**config.mk**
```make
export PLATFORM = sky130hd
export DESIGN_NAME = conv_mac_pipe
export DESIGN_NICKNAME = d
export VERILOG_FILES = /design/src/rtl/conv_pkg.sv /design/src/rtl/conv_sat_shift.sv /design/src/rtl/conv_mac_pipe.sv
export SDC_FILE = /design/constraint.sdc
export NUM_CORES = 2
export LEC_CHECK = 0
export BUFFER_PORTS_ARGS = -buffer_cell sky130_fd_sc_hd__buf_2
export CAP_MARGIN = 30
export CORE_ASPECT_RATIO = 1.5
export CORE_UTILIZATION = 30
export CTS_CLUSTER_SIZE = 12
export DETAILED_ROUTE_END_ITERATION = 6
export PLACE_DENSITY = 0.56
export SYNTH_ARGS = -nofsm -noshare
export SYNTH_HDL_FRONTEND = slang
export SYNTH_SLANG_ARGS = --single-unit
export TNS_END_PERCENT = 1
```
**constraint.sdc**
```tcl
create_clock -name clk -period 7.6 [get_ports clk]
set_clock_uncertainty 0.2 [all_clocks]
set_input_delay 1.14 -clock clk [delete_from_list [all_inputs] [get_ports clk]]
set_output_delay 1.14 -clock clk [all_outputs]
set_load 0.1 [all_outputs]
```
**src/rtl/conv_pkg.sv**
```systemverilog
// Shared encodings and sizing helpers for the convolution MAC datapath
// and the blocks that reuse its shift/saturate stage.
package conv_pkg;

  localparam logic [1:0] MODE_SAT      = 2'b00;
  localparam logic [1:0] MODE_SAT_RELU = 2'b01;
  localparam logic [1:0] MODE_WRAP     = 2'b10;

  function automatic int clog2(input int v);
    for (int r = 0; r < 32; r++) begin
      if ((1 << r) >= v) return r;
    end
    return 32;
  endfunction

  function automatic int acc_w(
    input int bits,
    input int taps,
    input int guard
  );
    return 2 * bits + clog2(taps) + guard;
  endfunction

endpackage

```
**src/rtl/conv_sat_shift.sv**
```systemverilog
// Arithmetic right shift, optional ReLU, then clamp or wrap to BITS.
// Purely combinational so pooling can share it.
module conv_sat_shift
  import conv_pkg::*;
#(
  parameter int BITS    = 9,
  parameter int ACC_W   = 26,
  parameter int SHIFT_W = 5
) (
  input  logic signed [ACC_W-1:0]   acc_in,
  input  logic        [SHIFT_W-1:0] shift,
  input  logic        [1:0]         mode,
  output logic signed [BITS-1:0]    pixel,
  output logic                      sat
);

  localparam logic signed [ACC_W-1:0] PMAX =
    ACC_W'((1 << (BITS - 1)) - 1);
  localparam logic signed [ACC_W-1:0] PMIN = ~PMAX;

  logic signed [ACC_W-1:0] s;

  always_comb begin
    s     = acc_in >>> shift;
    pixel = s[BITS-1:0];
    sat   = 1'b0;
    if (mode == MODE_SAT_RELU && s < 0) begin
      s     = '0;
      pixel = '0;
    end
    if (mode != MODE_WRAP) begin
      if (s > PMAX) begin
        pixel = PMAX[BITS-1:0];
        sat   = 1'b1;
      end else if (s < PMIN) begin
        pixel = PMIN[BITS-1:0];
        sat   = 1'b1;
      end
    end
  end

endmodule

```
**src/rtl/conv_mac_pipe.sv**
```systemverilog
// Three-stage multiply / adder-tree / channel-accumulate pipeline
// with a single global stall driven by the output handshake.
module conv_mac_pipe
  import conv_pkg::*;
#(
  parameter int BITS        = 9,
  parameter int KERNEL_SIZE = 3,
  parameter int ACC_GUARD   = 4,
  parameter int SHIFT_W     = 5
) (
  input  logic                     clk,
  input  logic                     rst_n,
  input  logic                     in_valid,
  output logic                     in_ready,
  input  logic                     in_last,
  input  logic [KERNEL_SIZE*KERNEL_SIZE*BITS-1:0] shift_in,
  input  logic [KERNEL_SIZE*KERNEL_SIZE*BITS-1:0] kernel_in,
  input  logic [SHIFT_W-1:0]       cfg_shift,
  input  logic [1:0]               cfg_mode,
  output logic                     out_valid,
  input  logic                     out_ready,
  output logic signed [BITS-1:0]   pixel_out,
  output logic                     out_sat
);

  localparam int N     = KERNEL_SIZE * KERNEL_SIZE;
  localparam int ACC_W = acc_w(BITS, N, ACC_GUARD);
  localparam int PW    = 2 * BITS;

  logic stall;
  assign stall    = out_valid && !out_ready;
  assign in_ready = !stall;

  logic signed [PW-1:0] prod [N];

  always_comb begin
    for (int i = 0; i < N; i++) begin
      prod[i] = PW'($signed(shift_in[i*BITS +: BITS]))
              * PW'($signed(kernel_in[i*BITS +: BITS]));
    end
  end

  logic                 s1_valid, s1_last;
  logic [SHIFT_W-1:0]   s1_shift;
  logic [1:0]           s1_mode;
  logic signed [PW-1:0] s1_prod [N];

  logic signed [ACC_W-1:0] tree_sum;

  always_comb begin
    tree_sum = '0;
    for (int i = 0; i < N; i++) begin
      tree_sum = tree_sum + ACC_W'(s1_prod[i]);
    end
  end

  logic                    s2_valid, s2_last;
  logic [SHIFT_W-1:0]      s2_shift;
  logic [1:0]              s2_mode;
  logic signed [ACC_W-1:0] s2_sum;

  logic                    open;
  logic signed [ACC_W-1:0] acc, acc_next;
  logic signed [BITS-1:0]  res_pixel;
  logic                    res_sat;

  assign acc_next = (open ? acc : '0) + s2_sum;

  conv_sat_shift #(
    .BITS   (BITS),
    .ACC_W  (ACC_W),
    .SHIFT_W(SHIFT_W)
  ) u_sat (
    .acc_in(acc_next),
    .shift (s2_shift),
    .mode  (s2_mode),
    .pixel (res_pixel),
    .sat   (res_sat)
  );

  always_ff @(posedge clk or negedge rst_n) begin
    if (!rst_n) begin
      s1_valid  <= 1'b0;
      s1_last   <= 1'b0;
      s1_shift  <= '0;
      s1_mode   <= '0;
      for (int i = 0; i < N; i++) s1_prod[i] <= '0;
      s2_valid  <= 1'b0;
      s2_last   <= 1'b0;
      s2_shift  <= '0;
      s2_mode   <= '0;
      s2_sum    <= '0;
      acc       <= '0;
      open      <= 1'b0;
      out_valid <= 1'b0;
      pixel_out <= '0;
      out_sat   <= 1'b0;
    end else if (!stall) begin
      s1_valid <= in_valid;
      s1_last  <= in_last;
      s1_shift <= cfg_shift;
      s1_mode  <= cfg_mode;
      for (int i = 0; i < N; i++) s1_prod[i] <= prod[i];
      s2_valid <= s1_valid;
      s2_last  <= s1_last;
      s2_shift <= s1_shift;
      s2_mode  <= s1_mode;
      s2_sum   <= tree_sum;
      out_valid <= 1'b0;
      if (s2_valid) begin
        if (s2_last) begin
          out_valid <= 1'b1;
          pixel_out <= res_pixel;
          out_sat   <= res_sat;
          acc       <= '0;
          open      <= 1'b0;
        end else begin
          acc  <= acc_next;
          open <= 1'b1;
        end
      end
    end
  end

endmodule

```
Word-level counts from Yosys, hierarchy flattened
Index checks and enable logic that the tools add are counted.
W data, S select, Z words.
{"block": "op_classes", "order_cmp": 3, "mux": 13, "add_sub_neg": 9, "n_eq_ne": 2, "multipliers": 9, "bitwise": 1, "n_reduce_logical": 6, "n_shift": 1}
{"operator": "$mul A9 B9 Y18", "count": 9}
{"operator": "$mux W26", "count": 3}
{"operator": "$mux W9", "count": 4}
{"operator": "$add A25 B18 Y26", "count": 1}
{"operator": "$add A26 B26 Y26", "count": 1}
{"operator": "$gt A26 B9 Y1 const B", "count": 1}
{"operator": "$lt A26 B1 Y1 const B", "count": 1}
{"operator": "$lt A26 B9 Y1 const B", "count": 1}
{"operator": "$sshr A26 B5 Y26", "count": 1}
{"operator": "$add A24 B18 Y25", "count": 1}
{"operator": "$add A23 B18 Y24", "count": 1}
{"operator": "$add A22 B18 Y23", "count": 1}
{"operator": "$add A21 B18 Y22", "count": 1}
{"operator": "$add A20 B18 Y21", "count": 1}
{"operator": "$add A19 B18 Y20", "count": 1}
{"operator": "$add A18 B18 Y19", "count": 1}
{"operator": "$mux W1", "count": 6}
{"operator": "$reduce_and A3 Y1", "count": 1}
{"operator": "$eq A2 B1 Y1 const B", "count": 1}
{"operator": "$logic_and A1 B1 Y1", "count": 2}
{"operator": "$logic_not A1 Y1", "count": 2}
{"operator": "$ne A2 B2 Y1 const B", "count": 1}
{"operator": "$reduce_and A2 Y1", "count": 1}
{"operator": "$not A1 Y1", "count": 1}
{"block": "word_totals", "elab_cells": 67, "inputBits": 174, "regBits": 244, "output_inout_bits": 12}

Longest topological paths before layout
{"block": "logic_depth", "ltp_word": 10, "ltp_mapped": 26, "ltp_nobuf": 25}

Modules after synthesis
Synthesis repeated with hierarchy kept, for this count alone.
{"block": "unflattened", "hier_cells": 4697, "area_unflattened_um2": 43042.5}
{"mod": "conv_mac_pipe", "seq_area_each_um2": 6105.9, "cells_each": 4486, "area_per_inst_um2": 41240.8, "instances": 1}
{"mod": "conv_sat_shift", "seq_area_each_um2": 0.0, "cells_each": 211, "area_per_inst_um2": 1801.7, "instances": 1}

Worst setup path before layout
Ideal clock, no wire load.
{"block": "synth_path", "path_kind": "input -> register", "start": "in kernel_in[0]", "end": "reg s1_prod[161] (netlist bit)", "path_buffers": 1, "setup_ns": 0.133, "required_time_ns": 7.267, "arrival_ns": 6.059, "path_slack_ns": 1.208, "stages": 26, "path_cell_list": "clkbuf_1 > and2_1 > fa_1 > inv_1 > fa_1 > inv_1 > ha_1 > inv_1 > fa_1 > inv_1 > ha_1 > ha_1 > fa_1 > a21o_1 > a21oi_1 > o21bai_1 > a21oi_1 > o21bai_1 > a21oi_1 > nor2b_1 > o21a_1 > o21ai_0 > nand2b_1 > a21oi_1 > xnor2_1 > o21ai_0"}
{"block": "synth_between", "elab_chain_cells": 1}
{"item": "start, declared", "line": "conv_mac_pipe.sv:17", "rtl": "input logic [KERNEL_SIZE*KERNEL_SIZE*BITS-1:0] kernel_in,"}
{"item": "$mul A9 B9 Y18", "line": "conv_mac_pipe.sv:39", "rtl": "* PW'($signed(kernel_in[i*BITS +: BITS]));"}
{"item": "end, declared", "line": "conv_mac_pipe.sv:46", "rtl": "logic signed [PW-1:0] s1_prod [N];"}
No other way between the ends.
A chain may end at the register's enable or synchronous reset.

Worst setup path in the final report
{"block": "layout_path", "start": "reg s1_prod[109] (netlist bit)", "end": "reg s2_sum[20]"}
{"block": "layout_between", "elab_chain_cells": 7}
{"item": "$add A19 B18 Y20", "line": "conv_mac_pipe.sv:53", "rtl": "tree_sum = tree_sum + ACC_W'(s1_prod[i]);"}
{"item": "$add A20 B18 Y21", "line": "conv_mac_pipe.sv:53"}
{"item": "$add A21 B18 Y22", "line": "conv_mac_pipe.sv:53"}
{"item": "$add A22 B18 Y23", "line": "conv_mac_pipe.sv:53"}
{"item": "$add A23 B18 Y24", "line": "conv_mac_pipe.sv:53"}
{"item": "$add A24 B18 Y25", "line": "conv_mac_pipe.sv:53"}
{"item": "$add A25 B18 Y26", "line": "conv_mac_pipe.sv:53"}
{"item": "end signal, assigned", "line": "conv_mac_pipe.sv:108", "rtl": "s2_sum <= tree_sum;"}
{"item": "end, declared", "line": "conv_mac_pipe.sv:60", "rtl": "logic signed [ACC_W-1:0] s2_sum;"}
No other way between the ends.

==> run_results.csv <==
group,metric,value,unit
finish,drive_above_1_share,6.14,%
synth,async_flop_share,100,%
synth,ys_top_cells_by_area,"fa_1, dfrtp_1, ha_1",
cts,clock_sinks,244,
cts,cts_hold_buf,0,
floorplanning,ios,186,
setup_path,arrival,6720,ps
min_path,hold_class,"reg2reg",
finish,fin_nets,6026,
timing,fin_crit,6490,ps
grt,antenna_found_initial,13,
status,status,"finished, final reports clean",
routing,via_per_inst,4.60,
place,port_buffers,185,
setup_path,cp_max_fo,3,
timing,max_freq,154,MHz
timing,setup_viol,0,
synth,yosysUniqueCellTypes,81,
synth,synth.avg_cell_area,9.16,um2
setup_path,end_kind,"flip-flop",
synth,synthesis.nets,5975,
cts,postCtsSetupBuffers,0,
synth,synthTopCellsByCount,"inv_1, fa_1, nand2_1",
run,maxCapViolations,0,
synth,synth_cells,4651,
grt,grt_max_degree,91,
synth,yosysMostFrequentCell,"inv_1",
timing,tightest_slew,995,ps
floorplanning,design.die.area,144000,um2
setup_path,startpoint_type,"flip-flop",
timing,rsz0062_at_grt,"no",
floorplanning,coreArea,141000,um2
setup_path,slowest_stage,"fa_1",
routing,dr.pass1.iters,5,
finish,area_delta_synth_final,8.95,%
cts,h-tree-depth,1,
timing,finalCritPeriodShare,85.4,%
setup_path,critical-path-max-stage-delay,590,ps
floorplanning,die_x,310,um
setup_path,worstPathCellList,"fa_1 > fa_1 > inv_1 > fa_1 > inv_1 > fa_1 > ha_1 > inv_1 > fa_1 > nor2b_1 > o21ai_0 > a21boi_0 > o21ai_0 > a21boi_0 > o21ai_0 > a21boi_0 > o21ai_0 > a211oi_1 > nor3_1 > o41ai_1 > xnor2_1 > o21ai_0",
synth,synth_top_area_share,35.7,%
cts,clk_latency,600,ps
grt,grt_pass1_wl,181000,um
cts,cts_root_buf,"clkbuf_16",
grt,grt_overflow,0,
synth,synth_area_leader_cell,"fa_1",
setup_path,required,7830,ps
synth,synth-main-ff-cell,"dfrtp_1",
timing,final_hold_viol_count,0,
setup_path,crit_type,"reg2reg",
cts,post_cts_resized,0,
grt,grt_pass1_vias,33300,
floorplanning,initial_core_util,30.2,%
floorplanning,fp.dieH,464,um
timing,maxSlewViolCount,0,
cts,path_clk_slew,60,ps
routing,antenna_left,0,
grt,grtUsageTotal,15.9,%
routing,routed_wl,110000,um
routing,drt-initial-drc-count,1260,
place,gp_congestion,0.877,
synth,synth_seq_cells,244,
place,hpwl,94600,um
synth,syn-cell-area,42600,um2
timing,final.setup.tns,0,ps
timing,slew-limit-headroom,33.2,%
routing,post_drt_wl_per_cell,16.6,um
routing,drc,0,
cts,numCtsBuffers,30,
routing,vias,30400,
cts,clk_path_buf_depth,3,
floorplanning,rows,169,
synth,ys_warn_count,0,
cts,cts_tree,"done",
synth,synth_edf_count,0,
synth,ys_seq_area_share,14.3,%
## metrics by stage
stage	worst slack [ps]	std cells	utilization, %	instance area, um2	hold WS [ps]
4_1_cts	1110	6602	32.8	46400	279
3_5_place_dp	747	6550	32.1	45400	261
6_report	1110	6608	32.9	46400	272
3_3_place_gp	689	6549	32.1	45300	257
2_1_floorplan	1210	4651	-	42600	239
5_1_grt	472	6607	32.9	46400	290
## worst paths after layout
check                             startpoint           end  depth (start not counted)  slack [ps]
worst min register to register   s1_shift[1]   s1_shift[1]                          2         270
max in group asynchronous              rst_n  s1_prod[131]                          2        5630
worst min-delay path             s1_shift[1]   s1_shift[1]                          2         270
worst max register to register  s1_prod[109]    s2_sum[20]                         22        1110
worst max-delay path            s1_prod[109]    s2_sum[20]                         22        1110
min in group asynchronous              rst_n    s1_mode[0]                          1         350
## layout by cell type (no fill, tap or decap), types with 5 or more instances in the layout
cell         n
o31ai_1     11
a221oi_1     6
or3_1       19
nand2_1    686
o22ai_1      6
nand2b_1    99
a21oi_1    215
mux4_2       8
xor2_1      55
o21ai_0    110
a211oi_1    29
a31oi_1     10
and3_1       8
diode_2      5
nand4_1      5
buf_2      184
a21o_1      38
and2_1     319
nor3_1      20
clkbuf_8    10
o21a_1      27
ha_1       390
dfrtp_1    244
inv_1      842
a21boi_0     5
buf_4       17
nor2_1     177
clkbuf_16   30
fa_1       760
nand3_1     28
o21bai_1    40
a22o_1      24
xnor2_1    140
a2111oi_0    5
mux2i_1     21
nor2b_1     22
o211ai_1    12
## per-layer routing
| layer | global-route usage, % | part of all wire (%) | vias to the layer above |
|---|---|---|---|
| met2 | 31.4 | 57 | 423 |
| li1 | - | - | 14500 |
| met1 | 17.8 | 38 | 15400 |
| met5 | 0 | 0.063 | - |
| met4 | 4.09 | 2.6 | 10 |
| met3 | 1.29 | 2.4 | 150 |
## sequential cells by signal, summed over array words and instances, names as in the netlist, 2 cells and up
| name | cells |
|---|---|
| pixel_out | 9 |
| s1_shift | 5 |
| s1_mode | 2 |
| s2_mode | 2 |
| s2_shift | 5 |
| s2_sum | 26 |
| s1_prod | 162 |
| acc | 26 |
## worst max-delay path: cells and delay by family, from the launching register on
family          cells  cell delay [ps]
fa+ha+maj           6             2710
compound gates     10             2380
flops               1              410
simple gates        2              270
buf+inv             3              190
xor+xnor            1              160
## area by class of cell
type                    instances  area [um2]
well taps                    1881        2350
flip-flops and latches        244        6110
clock buffers                  41         892
inverters                     844        3180
diodes                          5        12.5
fillers                     14900       94800
repair buffers                204        1110
clock inverters                11         153
multi-input cells            3378       32600
## kinds of logic (layout without fill, tap and decap cells)
logic type	after synthesis	after routing	share of synthesized area, %
other	0	5	0
and+or+nand+nor	1407	1407	15.5
DFF	244	244	14.3
muxes	33	33	1.03
adders and majority gates	1150	1150	47.1
xor gates and xnor gates	195	195	4.01
buffers and inverters	1029	1100	9.12
AOI/OAI and AO/OA	593	593	8.86
Power is left out: the tool's default activity adds up to more than one toggle a clock period on the data nets, which glitch-free logic cannot reach.
